--- src/rtl/layer_input_buffer_if.sv ---
// Serial word stream feeding a layer input buffer.
// A word moves on a rising clock edge when in_valid and in_ready are both high; in_data/in_last are ignored otherwise.
`timescale 1ns/1ps

interface layer_input_buffer_if #(
    parameter int DATA_WIDTH = 16
);
    logic                  in_valid;
    logic [DATA_WIDTH-1:0] in_data;
    logic                  in_last;
    logic                  in_ready;

    modport master (
        output in_valid,
        output in_data,
        output in_last,
        input  in_ready
    );

    modport slave (
        input  in_valid,
        input  in_data,
        input  in_last,
        output in_ready
    );
endinterface

--- src/rtl/layer_input_buffer.sv ---
// Collects a serial stream of fixed-point words into a parallel vector for a neuron,
// pulses outputs_ready once per frame and holds the vector until the consumer is done.
`timescale 1ns/1ps

module layer_input_buffer #(
    parameter int NUM_INPUTS     = 16,
    parameter int COUNT_WIDTH    = 16,
    parameter int INTEGRAL_WIDTH = 8,
    parameter int FRACTION_WIDTH = 8,
    localparam int DATA_WIDTH    = INTEGRAL_WIDTH + FRACTION_WIDTH
) (
    input  logic                                  clock,
    input  logic                                  reset,
    layer_input_buffer_if.slave                   in_if,
    output logic [NUM_INPUTS-1:0][DATA_WIDTH-1:0] outputs,
    output logic                                  outputs_ready,
    input  logic                                  consumer_done,
    output logic                                  length_error,
    output logic [COUNT_WIDTH-1:0]                frame_count,
    output logic [1:0]                            state_dbg
);

    localparam int IDX_W = (NUM_INPUTS > 1) ? $clog2(NUM_INPUTS) : 1;
    localparam logic [IDX_W-1:0] LAST_IDX = IDX_W'(NUM_INPUTS - 1);

    typedef enum logic [1:0] {
        FILLING = 2'd0,
        ISSUE   = 2'd1,
        BUSY    = 2'd2
    } state_t;

    state_t           state;
    state_t           state_next;
    logic [IDX_W-1:0] index;
    logic             in_ready;
    logic             transfer;
    logic             at_last;
    logic             frame_end;
    logic             frame_bad;

    // in_ready depends on the state register (and reset) only, never on in_valid.
    assign in_ready       = (state == FILLING) && !reset;
    assign in_if.in_ready = in_ready;
    assign transfer       = in_if.in_valid && in_ready;

    // A frame closes on the last slot or on in_last; it is malformed when those two disagree.
    assign at_last   = (index == LAST_IDX);
    assign frame_end = at_last || in_if.in_last;
    assign frame_bad = at_last ^ in_if.in_last;

    assign outputs_ready = (state == ISSUE);
    assign state_dbg     = state;

    always_ff @(posedge clock) begin
        if (reset) begin
            state <= FILLING;
        end else begin
            state <= state_next;
        end
    end

    always_comb begin
        state_next = state;
        case (state)
            FILLING: begin
                if (transfer && frame_end) begin
                    state_next = ISSUE;
                end
            end
            ISSUE: begin
                state_next = BUSY;
            end
            BUSY: begin
                if (consumer_done) begin
                    state_next = FILLING;
                end
            end
            default: begin
                state_next = FILLING;
            end
        endcase
    end

    always_ff @(posedge clock) begin
        if (reset) begin
            index        <= '0;
            outputs      <= '0;
            length_error <= 1'b0;
            frame_count  <= '0;
        end else begin
            case (state)
                FILLING: begin
                    if (transfer) begin
                        outputs[index] <= in_if.in_data;
                        if (frame_end) begin
                            index <= '0;
                            if (frame_bad) begin
                                length_error <= 1'b1;
                            end
                        end else begin
                            index <= index + IDX_W'(1);
                        end
                    end
                end
                ISSUE: begin
                    frame_count <= frame_count + COUNT_WIDTH'(1);
                end
                BUSY: begin
                    // Clearing here means a short next frame leaves its unwritten slots at zero.
                    if (consumer_done) begin
                        outputs <= '0;
                        index   <= '0;
                    end
                end
                default: begin
                    outputs <= '0;
                    index   <= '0;
                end
            endcase
        end
    end

endmodule
--- src/flat_wrapper.sv ---
// flat-port wrapper written by rule: the top's interface ports become plain ports
module layer_input_buffer_flat 
#(
    parameter int NUM_INPUTS     = 16,
    parameter int COUNT_WIDTH    = 16,
    parameter int INTEGRAL_WIDTH = 8,
    parameter int FRACTION_WIDTH = 8,
    localparam int DATA_WIDTH    = INTEGRAL_WIDTH + FRACTION_WIDTH
)
  (clock, reset, outputs, outputs_ready, consumer_done, length_error, frame_count, state_dbg, in_if_in_valid, in_if_in_data, in_if_in_last, in_if_in_ready);
  layer_input_buffer_if in_if_i ();
  input  logic clock;
  input  logic reset;
  output logic [NUM_INPUTS-1:0][DATA_WIDTH-1:0] outputs;
  output logic outputs_ready;
  input  logic consumer_done;
  output logic length_error;
  output logic [COUNT_WIDTH-1:0] frame_count;
  output logic [1:0] state_dbg;
  input wire logic [$bits(in_if_i.in_valid)-1:0] in_if_in_valid;
  input wire logic [$bits(in_if_i.in_data)-1:0] in_if_in_data;
  input wire logic [$bits(in_if_i.in_last)-1:0] in_if_in_last;
  output wire logic [$bits(in_if_i.in_ready)-1:0] in_if_in_ready;
  assign in_if_i.in_valid = in_if_in_valid;
  assign in_if_i.in_data = in_if_in_data;
  assign in_if_i.in_last = in_if_in_last;
  assign in_if_in_ready = in_if_i.in_ready;
  layer_input_buffer #(.NUM_INPUTS(NUM_INPUTS), .COUNT_WIDTH(COUNT_WIDTH), .INTEGRAL_WIDTH(INTEGRAL_WIDTH), .FRACTION_WIDTH(FRACTION_WIDTH)) u_core (.clock(clock), .reset(reset), .in_if(in_if_i), .outputs(outputs), .outputs_ready(outputs_ready), .consumer_done(consumer_done), .length_error(length_error), .frame_count(frame_count), .state_dbg(state_dbg));
endmodule
--- config.mk ---
export PLATFORM = sky130hd
export DESIGN_NAME = layer_input_buffer_flat
export DESIGN_NICKNAME = d
export VERILOG_FILES = /design/src/rtl/layer_input_buffer_if.sv /design/src/rtl/layer_input_buffer.sv /design/src/flat_wrapper.sv
export SDC_FILE = /design/constraint.sdc
export NUM_CORES = 1
export LEC_CHECK = 0
export ABC_AREA = 1
export CORE_UTILIZATION = 44
export DETAILED_ROUTE_END_ITERATION = 10
export HOLD_SLACK_MARGIN = 0.06
export PLACE_DENSITY = 0.74
export SYNTH_ARGS = -nofsm -noshare
export SYNTH_HDL_FRONTEND = slang
export SYNTH_SLANG_ARGS = --single-unit
export TNS_END_PERCENT = 5
--- constraint.sdc ---
create_clock -name clock -period 2.6 [get_ports clock]
set_input_delay 0.39 -clock clock [delete_from_list [all_inputs] [get_ports clock]]
set_output_delay 0.39 -clock clock [all_outputs]
set_load 0.05 [all_outputs]
==> run summary <==
Mapped Avg Cell Area: 7.83 um^2
Ant diodes: 0
Non-filler cells, final: 1990
CTS tree: built
Worst-margin pin slew: 1.24 ns
CTS Buf Count: 29
GRT Max-Usage Layer: met2
CP peak stage delay: 0.82 ns
Detailed Route Iter0 Violations: 854
Final cycle utilization of the critical path: 94.9%
Synth cell types: 29
Worst-Skew Late Latency: 0.54 ns
Yosys top cell area share: 52.1%
Number of global-route vias before repair: 9781
Setup crit start kind: flop
Ys async rst share: 0%
Vias per inst: 5.49
Slew HR: 17.2%
Status: finished clean
Layout net count: 1678
Yosys warning total: 0
Die width: 158 um
Routed vias: 10900
Final slew viol count: 0
Post-detail-place hpwl: 24800 um
Placed cells: 1939
Met1 Usage GRT: 40.2%
I/O Buffers: 297
Tightest Hold Check Type: in -> reg
Final core utilization: 63.4%
Max Buffers Root-to-Sink: 3
Synth Cell Area: 10700 um^2
Top cells by count, synth: nand2_1, dfxtp_1, a21oi_1, nand3_1, nor2_1
Max Clk Rate: 405 MHz
Layout area overhead: 40.0%
Initial core utilization: 45.3%
Synth top area cells: dfxtp_1, a21oi_1, nand3_1, nand2_1, buf_2
Crit-path slowest cell: clkdlybuf4s50_1
Syn Inst Count: 1371
Minimum clock period: 2.47 ns
Antenna violations before repair: 0
LEAKAGE: 5.02 nW
Post-synth EDFFs: 0
Seq cells post-synth: 279
Core area: 23700 um^2
Top cell type by total area after synthesis: dfxtp_1
Post-Route WL: 37500 um
PD cells: 616 nW/um^2
Worst Clk Skew: 0.0106 ns
CP required: 2.21 ns
Residual DRC count: 0
Top_reg_cell synth: dfxtp_1
Max VDD drop: 0.000434 V
Crit Path Class: reg -> out
CP delay by family, top: buffers and inverters
Setup violators final: 0
Most common cell in the netlist: nand2_1
CTS Root Cell: clkbuf_16
Hold buffer count at CTS: 0
Setup TNS: 0 ns
Max-cap check violation count: 0
# resized after CTS: 0
Crit path buf inv count: 2
Drt wl/cell: 18.9 um
CP Cell Sequence: nand2_1 > inv_1 > clkdlybuf4s50_1
Row count: 56
Syn_nets: 1398
CTS sink count: 279
GP Congestion: 0.834
CP Max Fanout: 6
# IOs: 298
DR pass1 iterations: 5
Die ar.: 25000 um^2
Sequential-to-total area share from yosys stat: 52.1%
Pin count of the biggest net entering global routing: 227
Critical path capture point type: output port
Post-route ant nets: 0
Hold WS: 0.242 ns
CTS H-Tree Depth: 1
Number of setup buffers added after CTS: 0
Die height: 158 um
First-pass GRT wire length: 56200 um
RSZ-0062 raised after global routing: no
Total Routing Usage GR: 29.2%
GRT met2 Usage: 44.8%
GR Overflow Total: 0
Endpoints failing hold: 0
Share of cells above drive strength 1: 8.50%
FILL cells: 2071
Met3 Use GR: 7.39%
Worst endpoint data arrival time: 2.08 ns
Clock transition at path regs: 0.06 ns
-- cell families after synthesis --
logic type	synth area share, %
xor+xnor	0.0816
buf+inv	7.03
flops	52.1
compound gates	14.5
simple gates	25.7
fa+ha+maj	0.700
-- final timing paths --
kind / startpoint / slack (ns) / to / depth (start not counted)
worst min register to register: u_core.outputs[206] / 0.46 / u_core.outputs[206] / 2
worst max register to register: u_core.index[0] / 0.31 / u_core.outputs[201] / 7
worst max-delay path: u_core.state_dbg[0] / 0.13 / outputs_ready / 3
worst min-delay path: reset / 0.24 / u_core.outputs[43] / 2
-- placed cells by master, fill, tap and decap left out, types with 5 or more instances in the layout --
cell	synthesis	final
clkdlybuf4s50_1	0	295
nand2_1	293	293
dfxtp_1	279	279
a21oi_1	265	265
nand3_1	261	261
buf_4	20	59
inv_1	48	48
nor2_1	60	43
clkbuf_16	0	29
nor2_2	1	18
nor3_1	10	10
clkbuf_1	42	8
o21ai_0	7	7
o21ai_4	7	7
o21ai_1	6	6
ha_1	6	6
clkbuf_8	0	6
clkinv_2	0	5
buf_12	0	5
-- flip-flops by register name, indices dropped and copies added (netlist names) --
register,count
u_core.index,4
u_core.frame_count,16
u_core.state_dbg,2
u_core.outputs,256
u_core.length_error,1
-- through the flow --
step	power [mW]	instance area (um^2)	setup WS, ns
floorplan	4.97	10700	0.544
global route	9.52	15000	0.0818
finish	9.25	15000	0.132
CTS	9.27	15000	0.128
global placement	5.34	14100	0.369
detailed placement	5.34	14100	0.308
-- area by class of cell --
cell class / instances / area, um^2 / area share, %
clock buffer: 42 / 825 / 5.49
timing repair buffer: 360 / 3510 / 23.4
clock inverter: 9 / 78.8 / 0.525
sequential: 279 / 5590 / 37.2
tap: 319 / 399 / 2.66
multi-input combinational: 932 / 4440 / 29.6
inverter: 49 / 184 / 1.22
-- where the power goes --
part	leakage, nW	internal (mW)	total [mW]	switching [mW]
clock network	0.441	2.29	3.98	1.70
logic	2.33	0.241	0.933	0.692
registers	2.25	4.31	4.33	0.0258
-- routing by layer --
metal	vias up	part of all wire, %
li1	5138	-
met1	5113	42
met2	604	45
met3	73	11
met4	0	2.7
met5	-	0
-- worst reg2reg max path, stage by stage, from the launching register on --
cell	delay, ns
dfxtp_1	0.34
inv_1	0.13
ha_1	0.16
inv_1	0.07
nor2_1	0.95
o21ai_4	0.27
nand2_1	0.15
a21oi_1	0.07
(Power assumes the default switching activity.)
